==> config.mk <==
export PLATFORM = sky130hd
export DESIGN_NAME = cam_fill_ctrl_flat
export DESIGN_NICKNAME = d
export VERILOG_FILES = /design/src/rtl/cam_ctrl_pkg.sv /design/src/rtl/cam_fill_ctrl_if.sv /design/src/rtl/cam_victim_ptr.sv /design/src/rtl/cam_fill_ctrl.sv /design/src/flat_wrapper.sv
export SDC_FILE = /design/constraint.sdc
export NUM_CORES = 1
export LEC_CHECK = 0
export BUFFER_PORTS_ARGS = -buffer_cell sky130_fd_sc_hd__clkbuf_2
export CELL_PAD_IN_SITES_DETAIL_PLACEMENT = 1
export CELL_PAD_IN_SITES_GLOBAL_PLACEMENT = 1
export CORE_MARGIN = 3
export CORE_UTILIZATION = 35
export CTS_BUF_LIST = sky130_fd_sc_hd__clkbuf_8
export CTS_CLUSTER_SIZE = 16
export DETAILED_ROUTE_END_ITERATION = 8
export PLACE_DENSITY_LB_ADDON = 0.1
export RECOVER_POWER = 50
export SYNTH_ARGS = -nofsm -noshare
export SYNTH_HDL_FRONTEND = slang
export SYNTH_SLANG_ARGS = --single-unit
==> constraint.sdc <==
create_clock -name clk -period 1.9 [get_ports clk]
set_clock_uncertainty 0.15 [all_clocks]
set_input_delay 0.095 -clock clk [delete_from_list [all_inputs] [get_ports clk]]
set_output_delay 0.095 -clock clk [all_outputs]
set_load 0.1 [all_outputs]
==> src/rtl/cam_ctrl_pkg.sv <==
// Shared types for the CAM fill controller: FSM state encoding and statistics helpers.
package cam_ctrl_pkg;

   localparam int CNT_W = 16;

   typedef enum logic [2:0] {
      IDLE,
      LOOKUP,
      MISS,
      FILL,
      RESP,
      FLUSH
   } state_t;

   // Saturating increment for the hit/miss statistics.
   function automatic logic [CNT_W-1:0] sat_inc(input logic [CNT_W-1:0] v);
      return (v == {CNT_W{1'b1}}) ? v : v + CNT_W'(1);
   endfunction

endpackage

==> src/rtl/cam_fill_ctrl_if.sv <==
// Bundle of requester, CAM and backing-memory signals around the fill controller.
interface cam_fill_ctrl_if
   import cam_ctrl_pkg::*;
#(
   parameter int WORDS     = 8,
   parameter int BITS      = 8,
   parameter int TAG_SZ    = 8,
   parameter int ADDR_LEFT = $clog2(WORDS)-1
);
   // Request handshake: a lookup is taken on any clock edge where req && ready;
   // req_tag is sampled on that edge, and the controller answers with exactly one
   // resp_valid strobe. Memory handshake: mem_req holds until the cycle mem_ack is
   // high, and mem_rdata is valid in that same cycle.
   logic                 req;
   logic [TAG_SZ-1:0]    req_tag;
   logic                 flush;
   logic                 ready;
   logic                 resp_valid;
   logic                 resp_hit;
   logic [BITS-1:0]      resp_data;

   logic                 cam_read;
   logic [TAG_SZ-1:0]    cam_check_tag;
   logic [BITS-1:0]      cam_data;
   logic                 cam_found_it;
   logic                 cam_write_;
   logic [ADDR_LEFT:0]   cam_w_addr;
   logic [BITS-1:0]      cam_wdata;
   logic [TAG_SZ-1:0]    cam_new_tag;
   logic                 cam_new_valid;

   logic                 mem_req;
   logic [TAG_SZ-1:0]    mem_tag;
   logic                 mem_ack;
   logic [BITS-1:0]      mem_rdata;

   logic [CNT_W-1:0]     hit_cnt;
   logic [CNT_W-1:0]     miss_cnt;

   modport master (
      input  req, req_tag, flush, cam_data, cam_found_it, mem_ack, mem_rdata,
      output ready, resp_valid, resp_hit, resp_data,
      output cam_read, cam_check_tag, cam_write_, cam_w_addr, cam_wdata,
      output cam_new_tag, cam_new_valid, mem_req, mem_tag, hit_cnt, miss_cnt
   );

   modport slave (
      output req, req_tag, flush, cam_data, cam_found_it, mem_ack, mem_rdata,
      input  ready, resp_valid, resp_hit, resp_data,
      input  cam_read, cam_check_tag, cam_write_, cam_w_addr, cam_wdata,
      input  cam_new_tag, cam_new_valid, mem_req, mem_tag, hit_cnt, miss_cnt
   );

endinterface

==> src/rtl/cam_victim_ptr.sv <==
// Round-robin CAM index counter; wraps at WORDS, so WORDS need not be a power of two.
module cam_victim_ptr #(
   parameter int WORDS = 8,
   parameter int AW    = $clog2(WORDS)
) (
   input  logic          clk,
   input  logic          rst_,
   input  logic          i_inc,
   input  logic          i_clr,
   output logic [AW-1:0] o_ptr
);

   localparam logic [AW-1:0] LAST_IDX = AW'(WORDS-1);

   logic [AW-1:0] r_ptr;

   always_ff @(posedge clk or negedge rst_) begin
      if (!rst_) begin
         r_ptr <= '0;
      end else if (i_clr) begin
         r_ptr <= '0;
      end else if (i_inc) begin
         r_ptr <= (r_ptr == LAST_IDX) ? '0 : r_ptr + AW'(1);
      end
   end

   assign o_ptr = r_ptr;

endmodule

==> src/rtl/cam_fill_ctrl.sv <==
// Lookup / miss-fetch / round-robin refill sequencer for the tag-matched CAM cache,
// with whole-cache flush and saturating hit/miss statistics.
module cam_fill_ctrl
   import cam_ctrl_pkg::*;
#(
   parameter int WORDS     = 8,
   parameter int BITS      = 8,
   parameter int TAG_SZ    = 8,
   parameter int ADDR_LEFT = $clog2(WORDS)-1
) (
   input  logic            clk,
   input  logic            rst_,
   cam_fill_ctrl_if.master bus,
   output state_t          o_dbg_state
);

   localparam int                 AW       = ADDR_LEFT + 1;
   localparam logic [ADDR_LEFT:0] LAST_IDX = AW'(WORDS-1);

   state_t             r_state;
   state_t             w_next;
   logic [TAG_SZ-1:0]  r_tag;
   logic [BITS-1:0]    r_fetch;
   logic               r_resp_hit;
   logic [BITS-1:0]    r_resp_data;
   logic [CNT_W-1:0]   r_hit_cnt;
   logic [CNT_W-1:0]   r_miss_cnt;
   logic               r_flush_pend;
   logic               w_vic_inc;
   logic               w_vic_clr;
   logic [ADDR_LEFT:0] w_victim;

   // The same pointer picks the refill victim and walks the indices during flush.
   cam_victim_ptr #(
      .WORDS (WORDS),
      .AW    (AW)
   ) u_victim (
      .clk   (clk),
      .rst_  (rst_),
      .i_inc (w_vic_inc),
      .i_clr (w_vic_clr),
      .o_ptr (w_victim)
   );

   always_ff @(posedge clk or negedge rst_) begin
      if (!rst_) begin
         r_state <= IDLE;
      end else begin
         r_state <= w_next;
      end
   end

   always_comb begin
      w_next    = r_state;
      w_vic_inc = 1'b0;
      w_vic_clr = 1'b0;
      case (r_state)
         IDLE: begin
            if (bus.flush) begin
               w_next    = FLUSH;
               w_vic_clr = 1'b1;
            end else if (bus.req) begin
               w_next = LOOKUP;
            end
         end
         LOOKUP: w_next = bus.cam_found_it ? RESP : MISS;
         MISS: begin
            if (bus.mem_ack) w_next = FILL;
         end
         FILL: begin
            w_next    = RESP;
            w_vic_inc = 1'b1;
         end
         RESP: begin
            if (r_flush_pend || bus.flush) begin
               w_next    = FLUSH;
               w_vic_clr = 1'b1;
            end else begin
               w_next = IDLE;
            end
         end
         FLUSH: begin
            // Wrap on the last index leaves the pointer at 0 for the next refill.
            w_vic_inc = 1'b1;
            if (w_victim == LAST_IDX) w_next = IDLE;
         end
         default: w_next = IDLE;
      endcase
   end

   always_ff @(posedge clk or negedge rst_) begin
      if (!rst_) begin
         r_tag        <= '0;
         r_fetch      <= '0;
         r_resp_hit   <= 1'b0;
         r_resp_data  <= '0;
         r_hit_cnt    <= '0;
         r_miss_cnt   <= '0;
         r_flush_pend <= 1'b0;
      end else begin
         if (r_state == IDLE && bus.req && !bus.flush) r_tag <= bus.req_tag;
         if (r_state == MISS && bus.mem_ack) r_fetch <= bus.mem_rdata;
         // Response fields change only on entry to RESP so they hold between responses.
         if (r_state == LOOKUP && bus.cam_found_it) begin
            r_resp_hit  <= 1'b1;
            r_resp_data <= bus.cam_data;
         end
         if (r_state == FILL) begin
            r_resp_hit  <= 1'b0;
            r_resp_data <= r_fetch;
         end
         if (r_state == RESP) begin
            if (r_resp_hit) r_hit_cnt  <= sat_inc(r_hit_cnt);
            else            r_miss_cnt <= sat_inc(r_miss_cnt);
         end
         if (w_next == FLUSH) begin
            r_flush_pend <= 1'b0;
         end else if (bus.flush && r_state != IDLE && r_state != FLUSH) begin
            r_flush_pend <= 1'b1;
         end
      end
   end

   assign bus.ready         = (r_state == IDLE);
   assign bus.resp_valid    = (r_state == RESP);
   assign bus.resp_hit      = r_resp_hit;
   assign bus.resp_data     = r_resp_data;
   assign bus.cam_read      = (r_state == LOOKUP);
   assign bus.cam_check_tag = r_tag;
   assign bus.cam_write_    = !(r_state == FILL || r_state == FLUSH);
   assign bus.cam_w_addr    = w_victim;
   assign bus.cam_wdata     = (r_state == FILL) ? r_fetch : '0;
   assign bus.cam_new_tag   = (r_state == FILL) ? r_tag : '0;
   assign bus.cam_new_valid = (r_state == FILL);
   assign bus.mem_req       = (r_state == MISS);
   assign bus.mem_tag       = r_tag;
   assign bus.hit_cnt       = r_hit_cnt;
   assign bus.miss_cnt      = r_miss_cnt;
   assign o_dbg_state       = r_state;

endmodule

==> src/flat_wrapper.sv <==
// flat-port wrapper written by rule: the top's interface ports become plain ports
module cam_fill_ctrl_flat import cam_ctrl_pkg::*;
#(
   parameter int WORDS     = 8,
   parameter int BITS      = 8,
   parameter int TAG_SZ    = 8,
   parameter int ADDR_LEFT = $clog2(WORDS)-1
)
  (clk, rst_, o_dbg_state, bus_req, bus_req_tag, bus_flush, bus_cam_data, bus_cam_found_it, bus_mem_ack, bus_mem_rdata, bus_ready, bus_resp_valid, bus_resp_hit, bus_resp_data, bus_cam_read, bus_cam_check_tag, bus_cam_write_, bus_cam_w_addr, bus_cam_wdata, bus_cam_new_tag, bus_cam_new_valid, bus_mem_req, bus_mem_tag, bus_hit_cnt, bus_miss_cnt);
  cam_fill_ctrl_if #(.WORDS(WORDS), .BITS(BITS), .TAG_SZ(TAG_SZ), .ADDR_LEFT(ADDR_LEFT)) bus_i ();
  input  logic clk;
  input  logic rst_;
  output state_t o_dbg_state;
  input wire logic [$bits(bus_i.req)-1:0] bus_req;
  input wire logic [$bits(bus_i.req_tag)-1:0] bus_req_tag;
  input wire logic [$bits(bus_i.flush)-1:0] bus_flush;
  input wire logic [$bits(bus_i.cam_data)-1:0] bus_cam_data;
  input wire logic [$bits(bus_i.cam_found_it)-1:0] bus_cam_found_it;
  input wire logic [$bits(bus_i.mem_ack)-1:0] bus_mem_ack;
  input wire logic [$bits(bus_i.mem_rdata)-1:0] bus_mem_rdata;
  output wire logic [$bits(bus_i.ready)-1:0] bus_ready;
  output wire logic [$bits(bus_i.resp_valid)-1:0] bus_resp_valid;
  output wire logic [$bits(bus_i.resp_hit)-1:0] bus_resp_hit;
  output wire logic [$bits(bus_i.resp_data)-1:0] bus_resp_data;
  output wire logic [$bits(bus_i.cam_read)-1:0] bus_cam_read;
  output wire logic [$bits(bus_i.cam_check_tag)-1:0] bus_cam_check_tag;
  output wire logic [$bits(bus_i.cam_write_)-1:0] bus_cam_write_;
  output wire logic [$bits(bus_i.cam_w_addr)-1:0] bus_cam_w_addr;
  output wire logic [$bits(bus_i.cam_wdata)-1:0] bus_cam_wdata;
  output wire logic [$bits(bus_i.cam_new_tag)-1:0] bus_cam_new_tag;
  output wire logic [$bits(bus_i.cam_new_valid)-1:0] bus_cam_new_valid;
  output wire logic [$bits(bus_i.mem_req)-1:0] bus_mem_req;
  output wire logic [$bits(bus_i.mem_tag)-1:0] bus_mem_tag;
  output wire logic [$bits(bus_i.hit_cnt)-1:0] bus_hit_cnt;
  output wire logic [$bits(bus_i.miss_cnt)-1:0] bus_miss_cnt;
  assign bus_i.req = bus_req;
  assign bus_i.req_tag = bus_req_tag;
  assign bus_i.flush = bus_flush;
  assign bus_i.cam_data = bus_cam_data;
  assign bus_i.cam_found_it = bus_cam_found_it;
  assign bus_i.mem_ack = bus_mem_ack;
  assign bus_i.mem_rdata = bus_mem_rdata;
  assign bus_ready = bus_i.ready;
  assign bus_resp_valid = bus_i.resp_valid;
  assign bus_resp_hit = bus_i.resp_hit;
  assign bus_resp_data = bus_i.resp_data;
  assign bus_cam_read = bus_i.cam_read;
  assign bus_cam_check_tag = bus_i.cam_check_tag;
  assign bus_cam_write_ = bus_i.cam_write_;
  assign bus_cam_w_addr = bus_i.cam_w_addr;
  assign bus_cam_wdata = bus_i.cam_wdata;
  assign bus_cam_new_tag = bus_i.cam_new_tag;
  assign bus_cam_new_valid = bus_i.cam_new_valid;
  assign bus_mem_req = bus_i.mem_req;
  assign bus_mem_tag = bus_i.mem_tag;
  assign bus_hit_cnt = bus_i.hit_cnt;
  assign bus_miss_cnt = bus_i.miss_cnt;
  cam_fill_ctrl #(.WORDS(WORDS), .BITS(BITS), .TAG_SZ(TAG_SZ), .ADDR_LEFT(ADDR_LEFT)) u_core (.clk(clk), .rst_(rst_), .bus(bus_i), .o_dbg_state(o_dbg_state));
endmodule
* After elaboration in Yosys (flattened, before gate mapping)
Index checks and enable logic that the tools add are counted.
** Word-level totals
- Word-level logic and storage cells :: 65
- Output and inout port bits :: 85
- Register bits after elaboration :: 64
- Input bits :: 30
** Cells by class
- Reductions and logical operators :: 18
- Multiplexer cells :: 22
- Equality and inequality tests :: 10
- Bitwise gates (word level) :: 3
- Add/subtract/negate cells :: 3
** Operator list (number)
- 16-bit by 1-bit adder with 16-bit output (second input constant) :: 2
- 16-bit equality test (second input constant) :: 2
- 8-bit two-way mux :: 4
- 3-bit two-way mux :: 9
- 3-bit one-hot mux with 6 select lines :: 1
- 3-bit equality test (second input constant) :: 4
- 1-bit two-way mux :: 7
- 3-bit by 2-bit equality test with 1-bit output (second input constant) :: 2
- 1-bit logical AND :: 6
- 3-bit AND reduction :: 2
- 2-bit nonzero test :: 3
- 3-bit by 1-bit adder with 3-bit output (second input constant) :: 1
- 3-bit by 1-bit equality test with 1-bit output (second input constant) :: 1
- 3-bit zero test :: 1
- 3-bit != test (second input constant) :: 1
- 1-bit inverter :: 3
- 3-bit nonzero test :: 1
- 1-bit zero test :: 2
- 1-bit logical OR :: 2
- 1-bit one-hot mux with 2 select lines :: 1
- 2-bit OR reduction :: 1

* Logic depth before layout (Yosys ltp)
- Word-level depth :: 5
- Gate-level depth with buffers :: 7
- Mapped depth without buffers :: 6

* Hierarchy
From an unflattened synthesis, not the netlist that was laid out.
** Unflattened totals
- Cells, all modules :: 272
- Area, all modules :: 3120.5 sq um
** By module, submodules not included
- cam_fill_ctrl :: times used 1, cells an instance 259, sequential area each 1526.5 sq um, area each 2964.1 sq um
- cam_victim_ptr :: times used 1, cells an instance 13, sequential area each 75.1 sq um, area each 156.4 sq um

* Least setup slack after synthesis
No wires, ideal clock.
- Path type :: flip-flop to flip-flop
- Start point :: register u_core.r_state[2], in the netlist u_core.o_dbg_state[2]
- End point :: register u_core.r_resp_data[0], in the netlist u_core.bus.resp_data[0]
- Data arrival time :: 4.453 ns
- Required time :: 1.611 ns
- Stages on the path, launching flop included :: 7
- Slack :: -2.842 ns
- Clock period less this slack :: 4.742 ns
- Library setup time :: 0.139 ns
- Path buffers :: 2
- Cells stage by stage :: dfrtp_1 > buf_4 > nor3b_1 > a21oi_1 > buf_2 > nand2_1 > o21ai_0
** Between the ends
- Longest elaborated chain between the ends :: 3
- Elaborated cells on any way between the ends :: 5
- Classes of those cells :: eq/ne: 2; mux: 1; reduce/logical: 2
** RTL lines
- start, declared :: line cam_fill_ctrl.sv:20 : state_t r_state;
- start signal, assigned :: line cam_fill_ctrl.sv:49 : r_state <= w_next;
- 3-bit by 1-bit equality test with 1-bit output
- via bus_cam_read :: line flat_wrapper.sv:25 : output wire logic [$bits(bus_i.cam_read)-1:0] bus_cam_read;
- 1-bit logical AND :: line cam_fill_ctrl.sv:104 : if (r_state == LOOKUP && bus.cam_found_it) begin
- 2-bit nonzero test (no source line)
- end signal, assigned :: line cam_fill_ctrl.sv:106 : r_resp_data <= bus.cam_data;
- end signal, assigned :: line cam_fill_ctrl.sv:110 : r_resp_data <= r_fetch;
- end, declared :: line cam_fill_ctrl.sv:25 : logic [BITS-1:0] r_resp_data;
The timed path passes the listed nets, and every way through them passes these cells.
A chain may end at the register's enable or synchronous reset.

* Worst setup path in the final report
- Start point :: register u_core.r_state[1], in the netlist u_core.o_dbg_state[1]
- End point :: register u_core.r_resp_data[1], in the netlist u_core.bus.resp_data[1]
** Between the ends
- Longest elaborated chain between the ends :: 3
- Elaborated cells on any way between the ends :: 5
- Classes of those cells :: eq/ne: 2; mux: 1; reduce/logical: 2
** RTL lines (line)
- 3-bit by 1-bit equality test with 1-bit output :: cam_fill_ctrl.sv:104
- 1-bit logical AND :: cam_fill_ctrl.sv:104
- 2-bit nonzero test (no source line)
Parallel ways exist; a longest one is shown, timed or not.

==> impl_metrics.env <==
export IMPL_ys_warn_count=0
export IMPL_async_reset_ff_frac=1.00
export IMPL_holdWs_ns=0.120
export IMPL_grt_pass1_wl_um=17600
export IMPL_synth_seq_cells=64
export IMPL_drtIter0Drc=155
export IMPL_gp_congestion=0.768
export IMPL_grt_pass1_vias=3208
export IMPL_core_sq_um=8460
export IMPL_cp_cell_sequence="buf_4 > nand3b_4 > inv_6 > buf_4 > buf_6 > a21oi_4 > clkbuf_16 > nand2_1 > o21ai_1"
export IMPL_max_vdd_ir_drop_v=0.00192
export IMPL_violations="setup timing"
export IMPL_grt_met3_usage=0.0657
export IMPL_max_slew_margin_rel=0.380
export IMPL_synth_nets=327
export IMPL_synth_edf_count=0
export IMPL_ys_types=39
export IMPL_area_delta_synth_final_pct=83.2
export IMPL_use_met2=0.381
export IMPL_num_vias=3262
export IMPL_fin_ws_ns=-0.143
export IMPL_end_kind="flop"
export IMPL_setup_viol=60
export IMPL_hpwl_um=6540
export IMPL_cp_start_kind="flop"
export IMPL_critPathMostFrequentCell="buf_4"
export IMPL_portBuffers=114
export IMPL_grt_util_met1=0.274
export IMPL_timing_setup_tns_ns=-4.48
export IMPL_syn_inst=293
export IMPL_final_common_cell="clkbuf_2"
export IMPL_start_util=0.372
export IMPL_cp_slowest_cell="dfrtp_4"
export IMPL_rsz0062_at_grt="true"
export IMPL_syn_area_sq_um=3150
export IMPL_busiest_layer="met2"
export IMPL_crit_type="reg -> reg"
export IMPL_fmaxAchievable_mhz=490
export IMPL_die_area_sq_um=10200
export IMPL_final_antenna_net_count=0
export IMPL_yosys_most_used_dff="dfrtp_1"
export IMPL_syn_avg_cell_area_sq_um=10.8
export IMPL_clkTransAtPathRegs_ns=0.08
export IMPL_layout_cells_non_filler=605
export IMPL_slowest_delay_ns=0.51
export IMPL_placed_cells=525
export IMPL_layout_drive_gt1_share=0.652
export IMPL_worstMarginPinSlew_ns=0.930
export IMPL_hp_class="in -> reg"
export IMPL_clock_latency_ns=0.36
export IMPL_slew_violations=0
export IMPL_drcViolationCount=0
export IMPL_cts_made_buffers=9
export IMPL_final_cell_mix="clkbuf_2 (91), buf_4 (48), dlygate4sd3_1 (28), dfrtp_1 (28), buf_12 (26)"
export IMPL_required_ns=2.03
export IMPL_vias_per_cell=5.39
export IMPL_finalCriticalPeriod_ns=2.04
export IMPL_wl_per_cell_um=24.2
export IMPL_nNetsFinal=529
export IMPL_antenna_cells=0
export IMPL_num_io_pins=115
export IMPL_total_power_mw=10.8
export IMPL_cts_sinks=64
export IMPL_finalCritPeriodShare=1.08
export IMPL_routed_wl_um=14600
export IMPL_critPathMaxFanout=8
export IMPL_clock_path_buffers=2
export IMPL_drtPass1Iterations=4
export IMPL_die_width_um=101
export IMPL_grt_remaining_overflow=0
export IMPL_p_leak_nw=2.77
export IMPL_hold_viol=0
export IMPL_clock_root_buffer="clkbuf_8"
export IMPL_grt_total_usage=0.222
export IMPL_die_h_um=101
export IMPL_antenna_found_initial=0
export IMPL_rows=33
export IMPL_cts_tree="yes"
export IMPL_worst_ep_arrival_time_ns=2.17
export IMPL_grt_max_degree=65
export IMPL_power_density_nw_per_um2=1870
export IMPL_outcome="finished with violations"
export IMPL_synth_seq_area_share=0.508
export IMPL_drv_cap=0
export IMPL_h_tree_depth=3
==> flip-flops by register name, summed over array words and instances (netlist names) <==
register                  cells
u_core.bus.miss_cnt          16
u_core.o_dbg_state            3
u_core.r_flush_pend           1
u_core.bus.cam_check_tag      8
u_core.bus.resp_data          8
u_core.bus.resp_hit           1
u_core.bus.hit_cnt           16
u_core.r_fetch                8
u_core.u_victim.o_ptr         3
==> metrics by stage <==
stage	util	setup WS, ns	cell area, sq um
3_3_place_gp	0.555	-0.0636	4700
3_5_place_dp	0.555	-0.0850	4700
2_1_floorplan	-	-0.779	3620
6_report	0.682	-0.143	5770
5_1_grt	0.682	-0.201	5770
4_1_cts	0.631	-0.0689	5340
==> power by group <==
part | switching [mW] | internal (mW)
Combinational | 5.19 | 1.96
Clock | 0.598 | 0.722
Sequential | 0.486 | 1.84
==> kinds of logic after synthesis <==
kind of cell	Yosys count	synth area share
flops	64	0.508
simple gates	123	0.228
mux	26	0.0913
fa+ha+maj	4	0.0159
compound gates	28	0.0461
buf+inv	23	0.0409
xor+xnor	25	0.0695
==> Yosys cell counts (2+ instances only) <==
cell type   n  area share
inv_1       6      0.0071
nor3_1     11       0.017
buf_4       9       0.021
nand3_1    12       0.019
o21ai_0    12       0.019
or2_2       2      0.0040
or3_1       2      0.0040
nand4_1     8       0.016
buf_2       7       0.011
xnor2_1     5       0.014
nor2_1     15       0.018
mux2_2     22       0.079
nor4_4      2       0.013
nor4_1      4      0.0079
and3_1      5      0.0099
dfrtp_1    64        0.51
nor3b_1     5       0.012
a21oi_1    14       0.022
mux2i_1     4       0.013
nand2_1    26       0.031
xor2_1     20       0.056
nor4b_1     2      0.0056
and2_1     17       0.034
ha_1        4       0.016
==> repair_timing <==
item / in CTS / in global routing
pin swaps: 13 / 20
gates cloned: 3 / 2
hold endpoints to repair: 93 / 0
resized for setup: 26 / 45
endpoints found under the setup margin: 29 / 57
hold buffers: 28 / 0
buffers inserted: 6 / 25
==> final cells by class <==
cell class | instances | area [sq um]
clock buffer | 9 | 124
clock inverter | 7 | 81.3
fill | 846 | 2690
inverter | 6 | 30.0
multi-input combinational | 206 | 1900
sequential | 64 | 1710
tap | 105 | 131
timing repair buffer | 206 | 1780
timing repair inverter | 2 | 15.0
==> layer usage <==
layer,up-vias,part of all wire
li1,1422,-
met1,1667,0.38
met2,138,0.52
met3,35,0.061
met4,0,0.033
met5,-,0
==> worst max-delay path: cells and delay by family (launching register included) <==
| family | cells | cell delay [ns] |
|---|---|---|
| flops | 1 | 0.51 |
| simple gates | 2 | 0.25 |
| buf+inv | 5 | 0.72 |
| compound gates | 2 | 0.33 |
==> path summary, 6_finish.rpt <==
path,slack [ns],to,startpoint,depth (start not counted)
setup reg to reg,-0.14,u_core.bus.resp_data[1]$_DFFE_PN0P_,u_core.o_dbg_state[1]$_DFF_PN0_,9
hold / removal,0.12,u_core.o_dbg_state[0]$_DFF_PN0_,bus_mem_ack,5
max in group asynchronous,0.51,u_core.bus.hit_cnt[13]$_DFFE_PN0P_,rst_,3
min in group asynchronous,0.37,u_core.bus.miss_cnt[2]$_DFFE_PN0P_,rst_,3
hold reg to reg,0.36,u_core.bus.miss_cnt[14]$_DFFE_PN0P_,u_core.bus.miss_cnt[14]$_DFFE_PN0P_,1
setup / recovery,-0.14,u_core.bus.resp_data[1]$_DFFE_PN0P_,u_core.o_dbg_state[1]$_DFF_PN0_,9
(Power assumes the default switching activity.)
